[src/rtl/highpass_ch_arbiter_if.sv]
// highpass_ch_arbiter_if
//   Stream bundle between the four ADC channel streams, the channel arbiter
//   and the shared high-pass FIR input port.
//   slave  : arbiter view (consumes s_axis_*, produces m_axis_*)
//   master : environment view (produces s_axis_*, consumes m_axis_*)
//   s_axis_tdata  NCH*DW  channel i in bits [i*DW +: DW]
//   s_axis_tvalid NCH     per-channel valid
//   s_axis_tready NCH     per-channel ready
//   m_axis_tdata  DW      granted sample
//   m_axis_tvalid 1       registered output valid
//   m_axis_tready 1       FIR ready
//   m_axis_tuser  2       channel index of current beat
//   m_axis_tlast  1       high on channel 3 beats
interface highpass_ch_arbiter_if #(
  parameter int DW  = 24,
  parameter int NCH = 4
);
  logic [NCH*DW-1:0] s_axis_tdata;
  logic [NCH-1:0]    s_axis_tvalid;
  logic [NCH-1:0]    s_axis_tready;
  logic [DW-1:0]     m_axis_tdata;
  logic              m_axis_tvalid;
  logic              m_axis_tready;
  logic [1:0]        m_axis_tuser;
  logic              m_axis_tlast;

  modport slave (
    input  s_axis_tdata, s_axis_tvalid, m_axis_tready,
    output s_axis_tready, m_axis_tdata, m_axis_tvalid, m_axis_tuser, m_axis_tlast
  );

  modport master (
    output s_axis_tdata, s_axis_tvalid, m_axis_tready,
    input  s_axis_tready, m_axis_tdata, m_axis_tvalid, m_axis_tuser, m_axis_tlast
  );
endinterface

[src/rtl/highpass_ch_arbiter.sv]
// highpass_ch_arbiter
//   Four-channel scheduler in front of the shared high-pass FIR. Each channel
//   has a one-entry holding register; one held sample per beat is moved into
//   the registered output stage, tagged with its channel on tuser and with
//   tlast on channel 3. Data passes through untouched.
// Ports:
//   s_axis_aclk   clock
//   s_axis_arstn  asynchronous active-low reset
//   ch_en         per-channel enable (disabled: input swallowed, never granted)
//   axis          stream bundle (slave modport of highpass_ch_arbiter_if)
//   frame_cnt     count of accepted tlast beats, wraps at 16 bits
// Build option:
//   HIGHPASS_ARB_STRICT_ORDER_EN  strict 0..3 channel order via next_ch;
//                                 undefined = work-conserving round-robin.
module highpass_ch_arbiter #(
  parameter int DW  = 24,
  parameter int NCH = 4
) (
  input  logic                 s_axis_aclk,
  input  logic                 s_axis_arstn,
  input  logic [NCH-1:0]       ch_en,
  highpass_ch_arbiter_if.slave axis,
  output logic [15:0]          frame_cnt
);

  logic [NCH-1:0][DW-1:0] hold_d_q, hold_d_d;
  logic [NCH-1:0]         hold_v_q, hold_v_d;
  logic [NCH-1:0]         elig, take, s_rdy;
  logic [DW-1:0]          m_tdata_q, m_tdata_d;
  logic                   m_tvalid_q, m_tvalid_d;
  logic                   m_tlast_q, m_tlast_d;
  logic [1:0]             m_tuser_q, m_tuser_d;
  logic [15:0]            frame_cnt_q, frame_cnt_d;
  logic                   load, found;
  logic [1:0]             gnt;

`ifdef HIGHPASS_ARB_STRICT_ORDER_EN
  logic [1:0] next_ch_q, next_ch_d, nidx;
  logic       nfound;
`else
  logic [1:0] ptr_q, ptr_d, idx;
`endif

  // Arbitration: pick the granted channel and decide whether the output
  // register loads this cycle.
  always_comb begin : arb
    elig  = hold_v_q & ch_en;
    found = 1'b0;
    gnt   = '0;
`ifdef HIGHPASS_ARB_STRICT_ORDER_EN
    // Only the channel whose turn it is may go.
    found = elig[next_ch_q];
    gnt   = next_ch_q;
`else
    idx = '0;
    // k = 1..NCH scans ptr+1 .. ptr (wrapping), so the last winner is lowest.
    for (int k = 1; k <= NCH; k++) begin
      idx = ptr_q + 2'(k);
      if (!found && elig[idx]) begin
        found = 1'b1;
        gnt   = idx;
      end
    end
`endif
    load = (!m_tvalid_q | axis.m_axis_tready) & found;
    take = '0;
    if (load) take[gnt] = 1'b1;
  end

  // Holding registers. Ready includes take so a channel can stream at
  // one beat per clock (combinational path from m_axis_tready).
  always_comb begin : lanes
    hold_v_d = hold_v_q;
    hold_d_d = hold_d_q;
    s_rdy    = '0;
    for (int i = 0; i < NCH; i++) begin
      s_rdy[i] = s_axis_arstn & (!ch_en[i] | !hold_v_q[i] | take[i]);
      if (!ch_en[i])
        hold_v_d[i] = 1'b0;              // disabled: drop held sample, swallow input
      else if (axis.s_axis_tvalid[i] && s_rdy[i]) begin
        hold_v_d[i] = 1'b1;              // also covers refill in the take cycle
        hold_d_d[i] = axis.s_axis_tdata[i*DW +: DW];
      end else if (take[i])
        hold_v_d[i] = 1'b0;
    end
  end

  // Output stage and frame counter.
  always_comb begin : outp
    m_tdata_d   = m_tdata_q;
    m_tvalid_d  = m_tvalid_q;
    m_tuser_d   = m_tuser_q;
    m_tlast_d   = m_tlast_q;
    frame_cnt_d = frame_cnt_q;
    if (m_tvalid_q && axis.m_axis_tready && m_tlast_q)
      frame_cnt_d = frame_cnt_q + 16'd1;
    if (load) begin
      m_tdata_d  = hold_d_q[gnt];
      m_tuser_d  = gnt;
      m_tlast_d  = (gnt == 2'd3);
      m_tvalid_d = 1'b1;
    end else if (m_tvalid_q && axis.m_axis_tready)
      m_tvalid_d = 1'b0;
  end

`ifdef HIGHPASS_ARB_STRICT_ORDER_EN
  // Turn pointer: moves on after a grant, or skips a disabled channel
  // without granting. Holds when nothing is enabled.
  always_comb begin : order
    next_ch_d = next_ch_q;
    nidx      = '0;
    nfound    = 1'b0;
    if (|ch_en && (load || !ch_en[next_ch_q])) begin
      for (int k = 1; k <= NCH; k++) begin
        nidx = next_ch_q + 2'(k);
        if (!nfound && ch_en[nidx]) begin
          nfound    = 1'b1;
          next_ch_d = nidx;
        end
      end
    end
  end
`else
  always_comb begin : order
    ptr_d = ptr_q;
    if (load) ptr_d = gnt;
  end
`endif

  always_ff @(posedge s_axis_aclk or negedge s_axis_arstn) begin
    if (!s_axis_arstn) begin
      hold_d_q    <= '0;
      hold_v_q    <= '0;
      m_tdata_q   <= '0;
      m_tvalid_q  <= 1'b0;
      m_tuser_q   <= '0;
      m_tlast_q   <= 1'b0;
      frame_cnt_q <= '0;
`ifdef HIGHPASS_ARB_STRICT_ORDER_EN
      next_ch_q   <= 2'd0;
`else
      ptr_q       <= 2'd3;   // channel 0 gets first priority
`endif
    end else begin
      hold_d_q    <= hold_d_d;
      hold_v_q    <= hold_v_d;
      m_tdata_q   <= m_tdata_d;
      m_tvalid_q  <= m_tvalid_d;
      m_tuser_q   <= m_tuser_d;
      m_tlast_q   <= m_tlast_d;
      frame_cnt_q <= frame_cnt_d;
`ifdef HIGHPASS_ARB_STRICT_ORDER_EN
      next_ch_q   <= next_ch_d;
`else
      ptr_q       <= ptr_d;
`endif
    end
  end

  assign axis.s_axis_tready = s_rdy;
  assign axis.m_axis_tdata  = m_tdata_q;
  assign axis.m_axis_tvalid = m_tvalid_q;
  assign axis.m_axis_tuser  = m_tuser_q;
  assign axis.m_axis_tlast  = m_tlast_q;
  assign frame_cnt          = frame_cnt_q;

endmodule

[src/flat_wrapper.sv]
// flat-port wrapper written by rule: the top's interface ports become plain ports
module highpass_ch_arbiter_flat 
#(
  parameter int DW  = 24,
  parameter int NCH = 4
)
  (s_axis_aclk, s_axis_arstn, ch_en, frame_cnt, axis_s_axis_tdata, axis_s_axis_tvalid, axis_m_axis_tready, axis_s_axis_tready, axis_m_axis_tdata, axis_m_axis_tvalid, axis_m_axis_tuser, axis_m_axis_tlast);
  highpass_ch_arbiter_if #(.DW(DW), .NCH(NCH)) axis_i ();
  input  logic s_axis_aclk;
  input  logic s_axis_arstn;
  input  logic [NCH-1:0] ch_en;
  output logic [15:0] frame_cnt;
  input wire logic [$bits(axis_i.s_axis_tdata)-1:0] axis_s_axis_tdata;
  input wire logic [$bits(axis_i.s_axis_tvalid)-1:0] axis_s_axis_tvalid;
  input wire logic [$bits(axis_i.m_axis_tready)-1:0] axis_m_axis_tready;
  output wire logic [$bits(axis_i.s_axis_tready)-1:0] axis_s_axis_tready;
  output wire logic [$bits(axis_i.m_axis_tdata)-1:0] axis_m_axis_tdata;
  output wire logic [$bits(axis_i.m_axis_tvalid)-1:0] axis_m_axis_tvalid;
  output wire logic [$bits(axis_i.m_axis_tuser)-1:0] axis_m_axis_tuser;
  output wire logic [$bits(axis_i.m_axis_tlast)-1:0] axis_m_axis_tlast;
  assign axis_i.s_axis_tdata = axis_s_axis_tdata;
  assign axis_i.s_axis_tvalid = axis_s_axis_tvalid;
  assign axis_i.m_axis_tready = axis_m_axis_tready;
  assign axis_s_axis_tready = axis_i.s_axis_tready;
  assign axis_m_axis_tdata = axis_i.m_axis_tdata;
  assign axis_m_axis_tvalid = axis_i.m_axis_tvalid;
  assign axis_m_axis_tuser = axis_i.m_axis_tuser;
  assign axis_m_axis_tlast = axis_i.m_axis_tlast;
  highpass_ch_arbiter #(.DW(DW), .NCH(NCH)) u_core (.s_axis_aclk(s_axis_aclk), .s_axis_arstn(s_axis_arstn), .ch_en(ch_en), .axis(axis_i), .frame_cnt(frame_cnt));
endmodule
[config.mk]
export PLATFORM = sky130hd
export DESIGN_NAME = highpass_ch_arbiter_flat
export DESIGN_NICKNAME = d
export VERILOG_FILES = /design/src/rtl/highpass_ch_arbiter_if.sv /design/src/rtl/highpass_ch_arbiter.sv /design/src/flat_wrapper.sv
export SDC_FILE = /design/constraint.sdc
export NUM_CORES = 1
export LEC_CHECK = 0
export BUFFER_PORTS_ARGS = -buffer_cell sky130_fd_sc_hd__buf_2
export CORE_MARGIN = 2
export CORE_UTILIZATION = 53
export DETAILED_ROUTE_END_ITERATION = 12
export PLACE_DENSITY = 0.78
export SYNTH_ARGS = -nofsm -noshare
export SYNTH_HDL_FRONTEND = slang
export SYNTH_SLANG_ARGS = --single-unit
[constraint.sdc]
create_clock -name s_axis_aclk -period 3.85 [get_ports s_axis_aclk]
set_clock_uncertainty 0.2 [all_clocks]
set_input_delay 0.5775 -clock s_axis_aclk [delete_from_list [all_inputs] [get_ports s_axis_aclk]]
set_output_delay 0.5775 -clock s_axis_aclk [all_outputs]
set_load 0.01 [all_outputs]
# Word-level counts from Yosys, hierarchy flattened
# Index checks and enable logic that the tools add are counted.
[op_classes]
n_mul = 0
magnitude_cmp = 6
eq_ne = 5
n_shift = 0
n_bitwise = 15
n_mux = 35
reduce_logical = 27
n_div = 0
n_addsub = 4
[ops]
columns = ["op", "n"]
rows = [
  ["24-bit binary-select mux with 2-bit select", 1],
  ["24-bit 2-to-1 mux", 1],
  ["1-bit 2-to-1 mux", 23],
  ["16-bit by 1-bit adder with 16-bit output (second input constant)", 1],
  ["2-bit by 3-bit < comparator with 1-bit output (second input constant)", 5],
  ["1-bit zero test", 12],
  ["3-bit by 1-bit != test with 1-bit output (second input constant)", 4],
  ["1-bit logical AND", 10],
  ["1-bit bitwise OR", 9],
  ["1-bit binary-select mux with 2-bit select", 4],
  ["2-bit 2-to-1 mux", 4],
  ["2-bit AND reduction", 4],
  ["1-bit bitwise AND", 5],
  ["2-bit adder (second input constant)", 2],
  ["4-bit bitwise AND", 1],
  ["4-bit 2-to-1 mux", 1],
  ["2-bit by 1-bit adder with 2-bit output (second input constant)", 1],
  ["1-bit demux with 2-bit select", 1],
  ["2-bit equality test (second input constant)", 1],
  ["2-bit by 1-bit greater-or-equal comparator with 1-bit output (second input constant)", 1],
  ["2-bit nonzero test", 1],
]
[totals]
ramBits = 0
word_cells = 106
romBits = 0
latch_bits = 0
reg_bits = 146
out_inout_bits = 48
memories = 0

# Logic depth before layout (Yosys ltp)
# Gate-level depths: netlist of run 1.
[depth]
ltp_word = 23
depth_mapped = 10
mapped_depth_nobuf = 6

# Worst setup path after synthesis of run 1
# No wires, ideal clock.
[synth_path]
path_type = "input to register"
startpoint = "input port ch_en[2]"
endpoint = "register u_core.hold_d_q[37] in the netlist's numbering"
t_arrival_ns = 2.604
setup_ns = 0.125
cell_stages = 9
setup_slack_ns = 0.922
path_buffers = 3
t_required_ns = 3.525
cell_sequence = "nand2_1 or3b_1 and4_1 buf_2 o311ai_1 nor2b_1 buf_2 buf_4 mux2_2"
[synth_between]
elab_chain_cells = 22
[synth_lines]
columns = ["item", "line", "text"]
rows = [
  ["start, declared", "flat_wrapper.sv:11", "input logic [NCH-1:0] ch_en;"],
  ["4-bit bitwise AND *", "highpass_ch_arbiter.sv:47", "elig = hold_v_q & ch_en;"],
  ["1-bit binary-select mux with 2-bit select", "highpass_ch_arbiter.sv:59", "if (!found && elig[idx]) begin"],
  ["1-bit 2-to-1 mux (not written as such)", "highpass_ch_arbiter.sv:59", ""],
  ["1-bit 2-to-1 mux", "highpass_ch_arbiter.sv:59", ""],
  ["1-bit zero test", "highpass_ch_arbiter.sv:59", ""],
  ["1-bit logical AND", "highpass_ch_arbiter.sv:59", ""],
  ["1-bit 2-to-1 mux", "highpass_ch_arbiter.sv:59", ""],
  ["1-bit zero test", "highpass_ch_arbiter.sv:59", ""],
  ["[6 not listed]", "n/a", ""],
  ["1-bit logical AND (not written as such)", "highpass_ch_arbiter.sv:67", "if (load) take[gnt] = 1'b1;"],
  ["1-bit 2-to-1 mux (not written as such)", "highpass_ch_arbiter.sv:67", ""],
  ["1-bit demux with 2-bit select", "n/a", ""],
  ["4-bit 2-to-1 mux *", "highpass_ch_arbiter.sv:67", ""],
  ["1-bit bitwise OR *", "highpass_ch_arbiter.sv:77", "s_rdy[i] = s_axis_arstn & (!ch_en[i] | !hold_v_q[i] | take[i]);"],
  ["1-bit bitwise AND *", "highpass_ch_arbiter.sv:77", ""],
  ["1-bit logical AND *", "highpass_ch_arbiter.sv:80", "else if (axis.s_axis_tvalid[i] && s_rdy[i]) begin"],
  ["2-bit AND reduction (no source line) *", "n/a", ""],
  ["end signal, assigned", "highpass_ch_arbiter.sv:145", "hold_d_q <= hold_d_d;"],
  ["end, declared", "highpass_ch_arbiter.sv:26", "logic [NCH-1:0][DW-1:0] hold_d_q, hold_d_d;"],
]
# Mark *: on every way between the ends. The rest lies on a longest branch, timed or not. The select of a mux whose other input is x is not followed.
# A chain may end at the register's enable or synchronous reset.

# Worst setup path after layout of run 1
[layout_path]
startpoint = "register u_core.hold_v_q[3]"
endpoint = "output port axis_s_axis_tready[0]"
[layout_between]
elab_chain_cells = 20
[layout_lines]
columns = ["item", "line", "text"]
rows = [
  ["start, declared", "highpass_ch_arbiter.sv:27", "logic [NCH-1:0] hold_v_q, hold_v_d;"],
  ["start signal, assigned", "highpass_ch_arbiter.sv:146", "hold_v_q <= hold_v_d;"],
  ["4-bit bitwise AND *", "highpass_ch_arbiter.sv:47", ""],
  ["1-bit binary-select mux with 2-bit select", "highpass_ch_arbiter.sv:59", ""],
  ["1-bit 2-to-1 mux (not written as such)", "highpass_ch_arbiter.sv:59", ""],
  ["1-bit 2-to-1 mux", "highpass_ch_arbiter.sv:59", ""],
  ["1-bit zero test", "highpass_ch_arbiter.sv:59", ""],
  ["1-bit logical AND", "highpass_ch_arbiter.sv:59", ""],
  ["1-bit 2-to-1 mux", "highpass_ch_arbiter.sv:59", ""],
  ["1-bit zero test", "highpass_ch_arbiter.sv:59", ""],
  ["[4 not listed]", "n/a", ""],
  ["2-bit 2-to-1 mux", "highpass_ch_arbiter.sv:59", ""],
  ["2-bit by 3-bit < comparator with 1-bit output (not written as such) or 2-bit by 1-bit greater-or-equal comparator with 1-bit output (tied branches)", "highpass_ch_arbiter.sv:67", ""],
  ["1-bit logical AND (not written as such)", "highpass_ch_arbiter.sv:67", ""],
  ["1-bit 2-to-1 mux (not written as such)", "highpass_ch_arbiter.sv:67", ""],
  ["1-bit demux with 2-bit select", "n/a", ""],
  ["4-bit 2-to-1 mux *", "highpass_ch_arbiter.sv:67", ""],
  ["1-bit bitwise OR *", "highpass_ch_arbiter.sv:77", ""],
  ["1-bit bitwise AND *", "highpass_ch_arbiter.sv:77", ""],
  ["end, declared", "flat_wrapper.sv:16", "output wire logic [$bits(axis_i.s_axis_tready)-1:0] axis_s_axis_tready;"],
]
# Marks and branches as above.

==> results.sh, run 1 <==
export IMPL_hold_class="in -> reg"
export IMPL_leakage_nw=3.810
export IMPL_setup_violations=0
export IMPL_wl_per_cell_um=18.98
export IMPL_maxCapViolations=0
export IMPL_fin_util=0.6899
export IMPL_num_vias=4295
export IMPL_core_area_um2=11520
export IMPL_post_route_period_util=0.8777
export IMPL_grt_pass1_vias=4548
export IMPL_io_pins=155
export IMPL_start_util=0.5499
export IMPL_diodes=0
export IMPL_slew_violations=0
export IMPL_dpl_hpwl_mm=9.936
export IMPL_nets=731
export IMPL_vdd_drop_max_uv=405.2
export IMPL_status="finished clean"
export IMPL_port_buffers=154
export IMPL_fin_crit_ns=3.379
export IMPL_cts_buffer_depth=2
export IMPL_worst_setup_path_start_kind="flip-flop"
export IMPL_grt_overflow_total=0
export IMPL_synth_distinct_cells=43
export IMPL_cts_sinks=146
export IMPL_syn_nets=567
export IMPL_totalWireLength_mm=14.77
export IMPL_finalPower_w=0.005076
export IMPL_routed_via_density=5.521
export IMPL_cp_required_ns=3.07
export IMPL_grt_pass1_wl_mm=23.44
export IMPL_route_detailed_drc=0
export IMPL_fin_setup_tns_ns=0
export IMPL_clock_fmax_mhz=295.9
export IMPL_syn_avg_cell_area_um2=13.80
export IMPL_crit_path_cell_trace="nand2_2, a32o_1, a221oi_4, buf_4, nor2_1, o21a_1, buf_2"
export IMPL_worst_pin_slew_ns=0.9518
export IMPL_insertion_delay_ns=0.41
export IMPL_tritoncts="yes"
export IMPL_yosysSeqAreaShare=0.5774
export IMPL_die_height_um=113.3
export IMPL_slowest_delay_ns=0.48
export IMPL_cpMaxStageDelayCell="dfrtp_1"
export IMPL_hold_viol=0
export IMPL_antenna_left=0
export IMPL_antenna_found_initial=2
export IMPL_clk_pin_slew_ns=0.06
export IMPL_rows=39
export IMPL_multi_input_area_um2=2584
export IMPL_cp_max_fo=27
export IMPL_syn_inst=459
export IMPL_cts_made_buffers=17
export IMPL_relSlewSlack=0.3655
export IMPL_worstPathArrival_ns=2.60
export IMPL_area_growth_pct=25.47
export IMPL_post_cts_setup_buffer_count=0
export IMPL_die_area_um2=12840
export IMPL_clockRootBuffer="clkbuf_16"
export IMPL_dr_first_iter_drc_count=313
export IMPL_firstDrtPassIters=5
export IMPL_cp_end_kind="primary output"
export IMPL_grt_max_degree=76
export IMPL_ys_warn_count=0
export IMPL_synth_seq_cells=146
export IMPL_grt_usage=0.2451
export IMPL_grt_setup_unrepaired="false"
export IMPL_fillers=844
export IMPL_synth_area_um2=6332
export IMPL_die_x_um=113.3
export IMPL_drive_above_1_share=0.4866
export IMPL_htreeDepth=4
export IMPL_place_congestion=0.8383
export IMPL_critPathKind="reg -> out"
export IMPL_power_density_nw_per_um2=638.9
export IMPL_regArea_um2=3656
cell type report:
cell class,instances,area share
sequential,146,0.4602
multi-input combinational,291,0.3252
timing repair buffer,167,0.1104
clock buffer,20,0.05874
clock inverter,11,0.02299
tap,143,0.02252
flip-flops by register name (all words and copies together) (netlist names):
register	cells
u_core.hold_v_q	4
u_core.axis.m_axis_tdata	24
u_core.ptr_q	2
u_core.axis.m_axis_tvalid	1
u_core.axis.m_axis_tlast	1
u_core.axis.m_axis_tuser	2
u_core.frame_cnt	16
u_core.hold_d_q	96
synth_stat cells:
master	number	area (µm²)
o31a_1	1	8.760
nand3_1	11	55.05
nor3_1	2	10.01
a21oi_4	1	16.27
a21boi_0	1	7.510
nand2_1	90	337.8
a311oi_1	1	8.760
mux4_2	24	540.5
ha_1	1	12.51
or3_4	1	11.26
buf_4	2	15.01
mux2_1	20	225.2
or3b_1	1	8.760
o21ai_0	5	25.02
nor2_1	7	26.28
a22o_1	1	8.760
nand2_2	1	6.260
nand4b_1	1	8.760
and2_1	1	6.260
a32o_1	1	10.01
buf_1	1	3.750
o21a_1	5	37.54
and4_1	2	17.52
buf_2	9	45.04
nand2b_1	2	12.51
dfstp_2	2	52.55
o2111ai_1	1	8.760
xnor2_1	11	96.34
xor2_1	4	35.03
or2_2	1	6.260
buf_6	2	22.52
a41oi_2	1	16.27
or3_1	1	6.260
and3_1	3	18.77
nand4_1	5	31.28
a221o_1	1	10.01
o311ai_1	1	8.760
dfrtp_1	144	3603
nor2b_1	2	12.51
clkbuf_1	8	30.03
mux2_2	77	867.1
o21bai_1	2	15.01
a221oi_4	1	26.28
final timing paths:
kind                                                               start                                  endpoint  slack, ns  cells after the start
max in group asynchronous                                   s_axis_arstn           u_core.hold_d_q[70]$_DFFE_PN0P_       1.85                      3
worst max-delay path                      u_core.hold_v_q[3]$_DFFE_PN0P_                     axis_s_axis_tready[0]       0.47                      7
worst max register to register            u_core.hold_v_q[3]$_DFFE_PN0P_           u_core.hold_d_q[75]$_DFFE_PN0P_       0.71                      7
min in group asynchronous                                   s_axis_arstn            u_core.hold_v_q[2]$_DFFE_PN0P_       0.39                      2
worst min-delay path                               axis_s_axis_tdata[78]           u_core.hold_d_q[78]$_DFFE_PN0P_       0.18                      2
worst min register to register  u_core.axis.m_axis_tdata[19]$_DFFE_PN0P_  u_core.axis.m_axis_tdata[19]$_DFFE_PN0P_       0.26                      2
layout by cell type, fill, tap and decap left out, drive strengths merged, types with 2 or more instances in the layout:
cell,count
nand4,5
mux4,24
nor3,2
bufinv,5
dfrtp,144
o21ai,5
and3,3
dfstp,2
buf,166
xor2,4
nor2,7
nand2b,2
o21a,5
nor2b,2
xnor2,11
nand3,11
and4,2
o21bai,2
nand2,91
mux2,97
or3,2
clkinv,5
clkbuf,20
per-stage QoR:
stage | std cells | instance area (µm²) | hold WS [ns] | setup WS, ns
finish | 778 | 7945 | 0.1802 | 0.4709
global route | 778 | 7945 | 0.1661 | 0.3700
CTS | 778 | 7945 | 0.1642 | 0.4575
detailed placement | 746 | 7286 | 0.2326 | 0.5448
global placement | 746 | 7286 | 0.2288 | 0.6244
floorplan | 459 | 6332 | 0.08191 | 0.9216
where the power goes:
| group | switching, W | internal [W] |
|---|---|---|
| clock | 0.000608 | 0.00119 |
| sequential | 0.000246 | 0.00195 |
| combinational | 0.000498 | 0.000587 |
what timing repair did:
item                                   4_1_cts  5_1_grt
endpoints found under the hold margin       14        0
gates resized for setup                      0        0
hold buffers                                 1        0
worst max-delay path, delay by kind of cell, from the launching register on:
kind | cells | cell delay, ns
AO/OA/AOI/OAI | 3 | 0.84
buffers and inverters | 2 | 0.54
flip-flops | 1 | 0.48
AND/OR/NAND/NOR | 2 | 0.33
kinds of logic after synthesis:
kind of cell / share of synthesized area
AOI/OAI and AO/OA: 0.03280
xor gates and xnor gates: 0.02075
adders and majority gates: 0.001976
buffers and inverters: 0.01837
DFF: 0.5774
muxes: 0.2579
and+or+nand+nor: 0.09089
routing by layer:
metal,global-route usage,up-vias,wire length [µm]
li1,-,1956,-
met1,0.3001,2149,5845
met2,0.4132,162,7570
met3,0.07874,26,1105
met4,0.08455,2,235
met5,0,-,11
Power figures use the tool's default switching activity.
==> run 2: changes to the inputs <==
ABC_AREA = 1   (was default)
CORE_UTILIZATION = 55   (was 53)
PLACE_DENSITY = 0.79   (was 0.78)
==> results.sh, run 2 <==
export IMPL_status="finished clean"
export IMPL_insertion_delay_ns=0.43
export IMPL_relSlewSlack=0.4138
export IMPL_core_area_um2=13720
export IMPL_worst_pin_slew_ns=0.8783
export IMPL_grt_pass1_wl_mm=31.69
export IMPL_num_vias=6910
export IMPL_vdd_drop_max_uv=547.4
export IMPL_htreeDepth=4
export IMPL_layout_commonest_cell="nand2_1"
export IMPL_dpl_hpwl_mm=13.64
export IMPL_regToRegStartpoint="u_core.ptr_q[0]$_DFFE_PN1P_"
export IMPL_grt_pass1_vias=6596
export IMPL_setup_violations=0
export IMPL_fin_setup_tns_ns=0
export IMPL_synth_ff_type="dfrtp_1"
export IMPL_synth_top_area_frac=0.4724
export IMPL_ys_warn_count=0
export IMPL_antenna_left=0
export IMPL_tritoncts="yes"
export IMPL_largest_reg_flops=96
export IMPL_synth_distinct_cells=31
export IMPL_cts_made_buffers=17
export IMPL_place_congestion=0.8836
export IMPL_nets=1196
export IMPL_fin_area_um2=8982
export IMPL_clock_fmax_mhz=292.1
export IMPL_clockRootBuffer="clkbuf_16"
export IMPL_place_area_um2=8335
export IMPL_synthArstFlopShare=1.000
export IMPL_yosysSeqAreaShare=0.4793
export IMPL_worstPathArrival_ns=2.65
export IMPL_hold_start="axis_s_axis_tdata[13]"
export IMPL_die_height_um=121.8
export IMPL_synth_edf_count=0
export IMPL_yosys_top_cells_count="nand2_1 (391), dfrtp_1 (144), nand4_1 (98)"
export IMPL_grt_max_degree=107
export IMPL_antenna_found_initial=0
export IMPL_area_growth_pct=17.77
export IMPL_critPathKind="reg -> out"
export IMPL_top_register="u_core.hold_d_q"
export IMPL_leakage_nw=5.099
export IMPL_die_area_um2=14830
export IMPL_startpoint="u_core.ptr_q[0]$_DFFE_PN1P_"
export IMPL_yosys_area_top_type="dfrtp_1"
export IMPL_firstDrtPassIters=4
export IMPL_cp_end_kind="primary output"
export IMPL_rows=43
export IMPL_yosysMostFrequentCell="nand2_1"
export IMPL_power_density_nw_per_um2=833.0
export IMPL_start_util=0.5560
export IMPL_routed_via_density=5.398
export IMPL_wl_per_cell_um=15.28
export IMPL_post_cts_setup_buffer_count=0
export IMPL_syn_inst=968
export IMPL_cp_required_ns=3.07
export IMPL_dr_first_iter_drc_count=435
export IMPL_port_buffers=154
export IMPL_grt_setup_unrepaired="false"
export IMPL_synth_area_leaders="dfrtp_1 (47%), nand2_1 (19%), nand4_1 (8.0%), nand3_1 (6.0%), inv_1 (4.3%)"
export IMPL_diodes=0
export IMPL_cts_resized=0
export IMPL_hold_class="in -> reg"
export IMPL_cts_sinks=146
export IMPL_final_cell_mix="nand2_1 (391), buf_2 (153), dfrtp_1 (144)"
export IMPL_die_x_um=121.8
export IMPL_finalPower_w=0.007482
export IMPL_post_route_period_util=0.8893
export IMPL_syn_avg_cell_area_um2=7.879
export IMPL_drive_above_1_share=0.2036
export IMPL_fin_crit_ns=3.424
export IMPL_grt_overflow_total=0
export IMPL_maxCapViolations=0
export IMPL_io_pins=155
export IMPL_synth_seq_cells=146
export IMPL_worst_setup_path_start_kind="flip-flop"
export IMPL_synth_area_um2=7627
export IMPL_cp_max_fo=15
export IMPL_hold_viol=0
export IMPL_slew_violations=0
export IMPL_cts_buffer_depth=2
export IMPL_route_detailed_drc=0
export IMPL_grt_usage=0.2771
export IMPL_syn_nets=1076
export IMPL_totalWireLength_mm=19.55
export IMPL_clk_pin_slew_ns=0.06
run 2: cell count changes in the layout (fill, tap and decap cells not counted), sizes merged, moves of 5 or more:
cell and delta:
nand2 +315, mux2 -96, nand4 +94, inv +91, nand3 +87, mux4 -24
nand3b +24, nor2 +8, a21oi +5, buf -5, o21a -5
run 2: worst paths after layout:
path | to | slack (ns) | depth (start not counted)
worst max register to register | u_core.ptr_q[1]$_DFFE_PN1P_ | 0.77 | 9
worst max-delay path | axis_s_axis_tready[0] | 0.43 | 11
max in group asynchronous | u_core.ptr_q[0]$_DFFE_PN1P_ | 2.01 | 3
min in group asynchronous | u_core.hold_v_q[2]$_DFFE_PN0P_ | 0.49 | 2
worst min register to register | u_core.hold_d_q[41]$_DFFE_PN0P_ | 0.26 | 2
worst min-delay path | u_core.hold_d_q[13]$_DFFE_PN0P_ | 0.20 | 3
run 2: power by group:
| group | switching (W) | internal (W) |
|---|---|---|
| clock network | 0.000630 | 0.00115 |
| registers | 0.000278 | 0.00197 |
| logic | 0.00236 | 0.00110 |
| total | 0.00327 | 0.00421 |
run 2: layer usage:
metal | global-route usage | vias to the layer above | share of wire
met5 | 0 | - | 0
met4 | 0.1063 | 0 | 0.024
met3 | 0.05805 | 39 | 0.061
met2 | 0.4626 | 234 | 0.50
met1 | 0.3552 | 3275 | 0.42
li1 | - | 3362 | -
run 2: critical path, cell delays in order, from the launching register on:
cell	delay, ns
dfstp_2	0.64
inv_2	0.14
nand3_1	0.13
nand3_1	0.09
nand2_2	0.12
nand2_1	0.10
nand3_1	0.09
nand2_2	0.23
nor2_4	0.22
nand2_2	0.09
a21oi_1	0.20
buf_2	0.17
run 2: layout make-up:
| type | instances | area [µm²] |
|---|---|---|
| Fill cell | 1226 | 4737 |
| Sequential cell | 146 | 3656 |
| Multi-Input combinational cell | 669 | 3263 |
| Timing Repair Buffer | 162 | 855.8 |
| Clock buffer | 22 | 484.2 |
| Inverter | 92 | 345.3 |
| Tap cell | 180 | 225.2 |
| Clock inverter | 9 | 152.6 |
run 2: metrics by stage:
step	util	setup WS [ns]	hold slack, ns	instances
2_1_floorplan	-	1.351	0.08191	968
3_3_place_gp	0.6076	0.8600	0.2464	1248
3_5_place_dp	0.6076	0.8274	0.2500	1248
4_1_cts	0.6547	0.4729	0.1899	1280
5_1_grt	0.6547	0.2038	0.1905	1280
6_report	0.6547	0.4261	0.1967	1280
run 2: cells by family (layout without fill, tap and decap cells):
logic type      after synthesis  after routing  share of synthesized area
xor+xnor                     15             15                    0.01722
simple gates                645            645                     0.4029
buf+inv                     153            285                    0.09285
compound gates                7              7                   0.004593
flops                       146            146                     0.4793
mux                           1              1                   0.001476
fa+ha+maj                     1              1                   0.001640
run 2: what timing repair did:
item / 4_1_cts / 5_1_grt
endpoints found under the hold margin: 49 / 0
hold buffers: 1 / 0
endpoints found under the setup margin: 0 / 0
==> run 3: changes to the inputs <==
CAP_MARGIN = 20   (was default)
CORE_UTILIZATION = 56   (was 55)
PLACE_DENSITY = 0.84   (was 0.79)
clock period = 4.2 ns   (was 3.85 ns; I/O delays follow)
==> results.sh, run 3 (synthesis results as in run 2) <==
export IMPL_status="finished clean"
export IMPL_final_cell_mix="nand2_1 (391), buf_2 (153), dfrtp_1 (144)"
export IMPL_setup_violations=0
export IMPL_num_vias=6984
export IMPL_crit_top_cell="nand2_2"
export IMPL_slowest_delay_ns=0.65
export IMPL_firstDrtPassIters=5
export IMPL_wl_per_cell_um=15.38
export IMPL_route_detailed_drc=0
export IMPL_top_register="u_core.hold_d_q"
export IMPL_cts_sinks=146
export IMPL_die_x_um=120.7
export IMPL_maxCapViolations=0
export IMPL_antenna_left=0
export IMPL_drive_above_1_share=0.2053
export IMPL_cts_made_buffers=17
export IMPL_layout_commonest_cell="nand2_1"
export IMPL_relSlewSlack=0.4102
export IMPL_grt_max_degree=79
export IMPL_grt_overflow_total=0
export IMPL_post_cts_setup_buffer_count=0
export IMPL_insertion_delay_ns=0.42
export IMPL_clk_pin_slew_ns=0.06
export IMPL_diodes=0
export IMPL_grt_setup_unrepaired="false"
export IMPL_tritoncts="yes"
export IMPL_htreeDepth=4
export IMPL_worstPathArrival_ns=2.95
export IMPL_fin_util=0.6756
export IMPL_routed_via_density=5.469
export IMPL_post_route_period_util=0.9004
export IMPL_core_area_um2=13300
export IMPL_worst_pin_slew_ns=0.8816
export IMPL_die_height_um=120.7
export IMPL_vdd_drop_max_uv=478.8
export IMPL_dpl_hpwl_mm=13.33
export IMPL_hold_class="in -> reg"
export IMPL_cts_buffer_depth=2
export IMPL_io_pins=155
export IMPL_fillers=1136
export IMPL_leakage_nw=5.097
export IMPL_stdcell_count=1277
export IMPL_cp_end_kind="primary output"
export IMPL_crit_family="simple AND/OR/NAND/NOR gates"
export IMPL_finalPower_w=0.006977
export IMPL_fin_crit_ns=3.782
export IMPL_grt_pass1_wl_mm=32.13
export IMPL_place_inst=1244
export IMPL_critPathKind="reg -> out"
export IMPL_cts_hold_buf=1
export IMPL_critPathBufInv=3
export IMPL_nets=1196
export IMPL_die_area_um2=14570
export IMPL_clock_fmax_mhz=264.4
export IMPL_grt_pass1_vias=6654
export IMPL_port_buffers=154
export IMPL_place_congestion=0.9116
export IMPL_slew_violations=0
export IMPL_largest_reg_flops=96
export IMPL_crit_path_cell_trace="inv_2, nand2_1, nand2_2, nand2_1, nand2_2, nand4_2, buf_4, nand2_4, nor2_4, nand2_2, a21oi_1, buf_2"
export IMPL_worst_setup_path_start_kind="flip-flop"
export IMPL_cp_max_fo=31
export IMPL_area_growth_pct=17.77
export IMPL_cts_resized=0
export IMPL_hold_viol=0
export IMPL_dr_first_iter_drc_count=585
export IMPL_antenna_found_initial=0
export IMPL_start_util=0.5737
export IMPL_cpMaxStageDelayCell="dfstp_2"
export IMPL_grt_usage=0.2824
export IMPL_power_density_nw_per_um2=776.7
export IMPL_fin_setup_tns_ns=0
export IMPL_clockRootBuffer="clkbuf_16"
export IMPL_rows=42
export IMPL_cp_required_ns=3.37
export IMPL_totalWireLength_mm=19.64
==> run 3: changes by cell type in the layout (fill, tap and decap cells not counted) <==
cell        previous run  this run
clkinv_4               2         3
buf_4                  6         7
clkinv_2               3         2
buf_12                 1         0
clkinvlp_4             0         1
clkbuf_1               1         0
bufinv_16              4         5
clkbuf_8               4         0
inv_6                  0         4
==> run 3: report_power, final <==
group	total [W]	internal, W	leakage, nW	switching, W
logic	0.00323	0.00102	2.94	0.00221
clock network	0.00169	0.00106	0.319	0.000626
registers	0.00206	0.00180	1.84	0.000256
==> run 3: layout make-up <==
class / instances / area (µm²) / area share
Clock buffer: 17 / 425.4 / 0.04736
Tap cell: 176 / 220.2 / 0.02452
Timing Repair Buffer: 162 / 843.3 / 0.09389
Multi-Input combinational cell: 669 / 3263 / 0.3633
Clock inverter: 15 / 229.0 / 0.02549
Inverter: 92 / 345.3 / 0.03845
Sequential cell: 146 / 3656 / 0.4070
==> run 3: worst register-to-register path: stages (launching register included) <==
cell and delay [ns]:
dfstp_2 0.65, inv_2 0.15, nand3_1 0.11, nand3_1 0.09, nand2_2 0.12, nand2_1 0.09
nand2_1 0.09, nand2_1 0.07, nand2_2 0.43, nand2_2 0.68, nand2_1 0.25, nand3_1 0.16
nand2_1 0.11, nand2_1 0.05, nand2_1 0.09
==> run 3: through the flow <==
stage	setup slack (ns)	hold WS, ns	cell area [µm²]
floorplan	1.649	0.1344	7627
global placement	0.8839	0.2449	8318
detailed placement	0.8582	0.2495	8318
CTS	0.4508	0.2465	8982
global route	0.2137	0.2605	8982
finish	0.4183	0.2562	8982
==> run 3: metal layers <==
metal,part of all wire,track usage,routed length (µm),up-vias
met1,0.43,0.3755,8363,3289
met3,0.066,0.04953,1301,49
met5,0,0,0,-
met4,0.029,0.1185,575,0
li1,-,-,-,3366
met2,0.48,0.4583,9395,280
==> run 3: final timing paths <==
path / start / to / slack [ns] / depth (start not counted)
worst max-delay path: u_core.ptr_q[0]$_DFFE_PN1P_ / axis_s_axis_tready[1] / 0.42 / 12
worst min-delay path: axis_s_axis_tdata[40] / u_core.hold_d_q[40]$_DFFE_PN0P_ / 0.26 / 3
worst max register to register: u_core.ptr_q[0]$_DFFE_PN1P_ / u_core.axis.m_axis_tdata[22]$_DFFE_PN0P_ / 0.79 / 14
worst min register to register: u_core.hold_d_q[27]$_DFFE_PN0P_ / u_core.hold_d_q[27]$_DFFE_PN0P_ / 0.26 / 2
max in group asynchronous: s_axis_arstn / u_core.axis.m_axis_tvalid$_DFFE_PN0P_ / 2.07 / 3
min in group asynchronous: s_axis_arstn / u_core.hold_d_q[79]$_DFFE_PN0P_ / 0.54 / 2
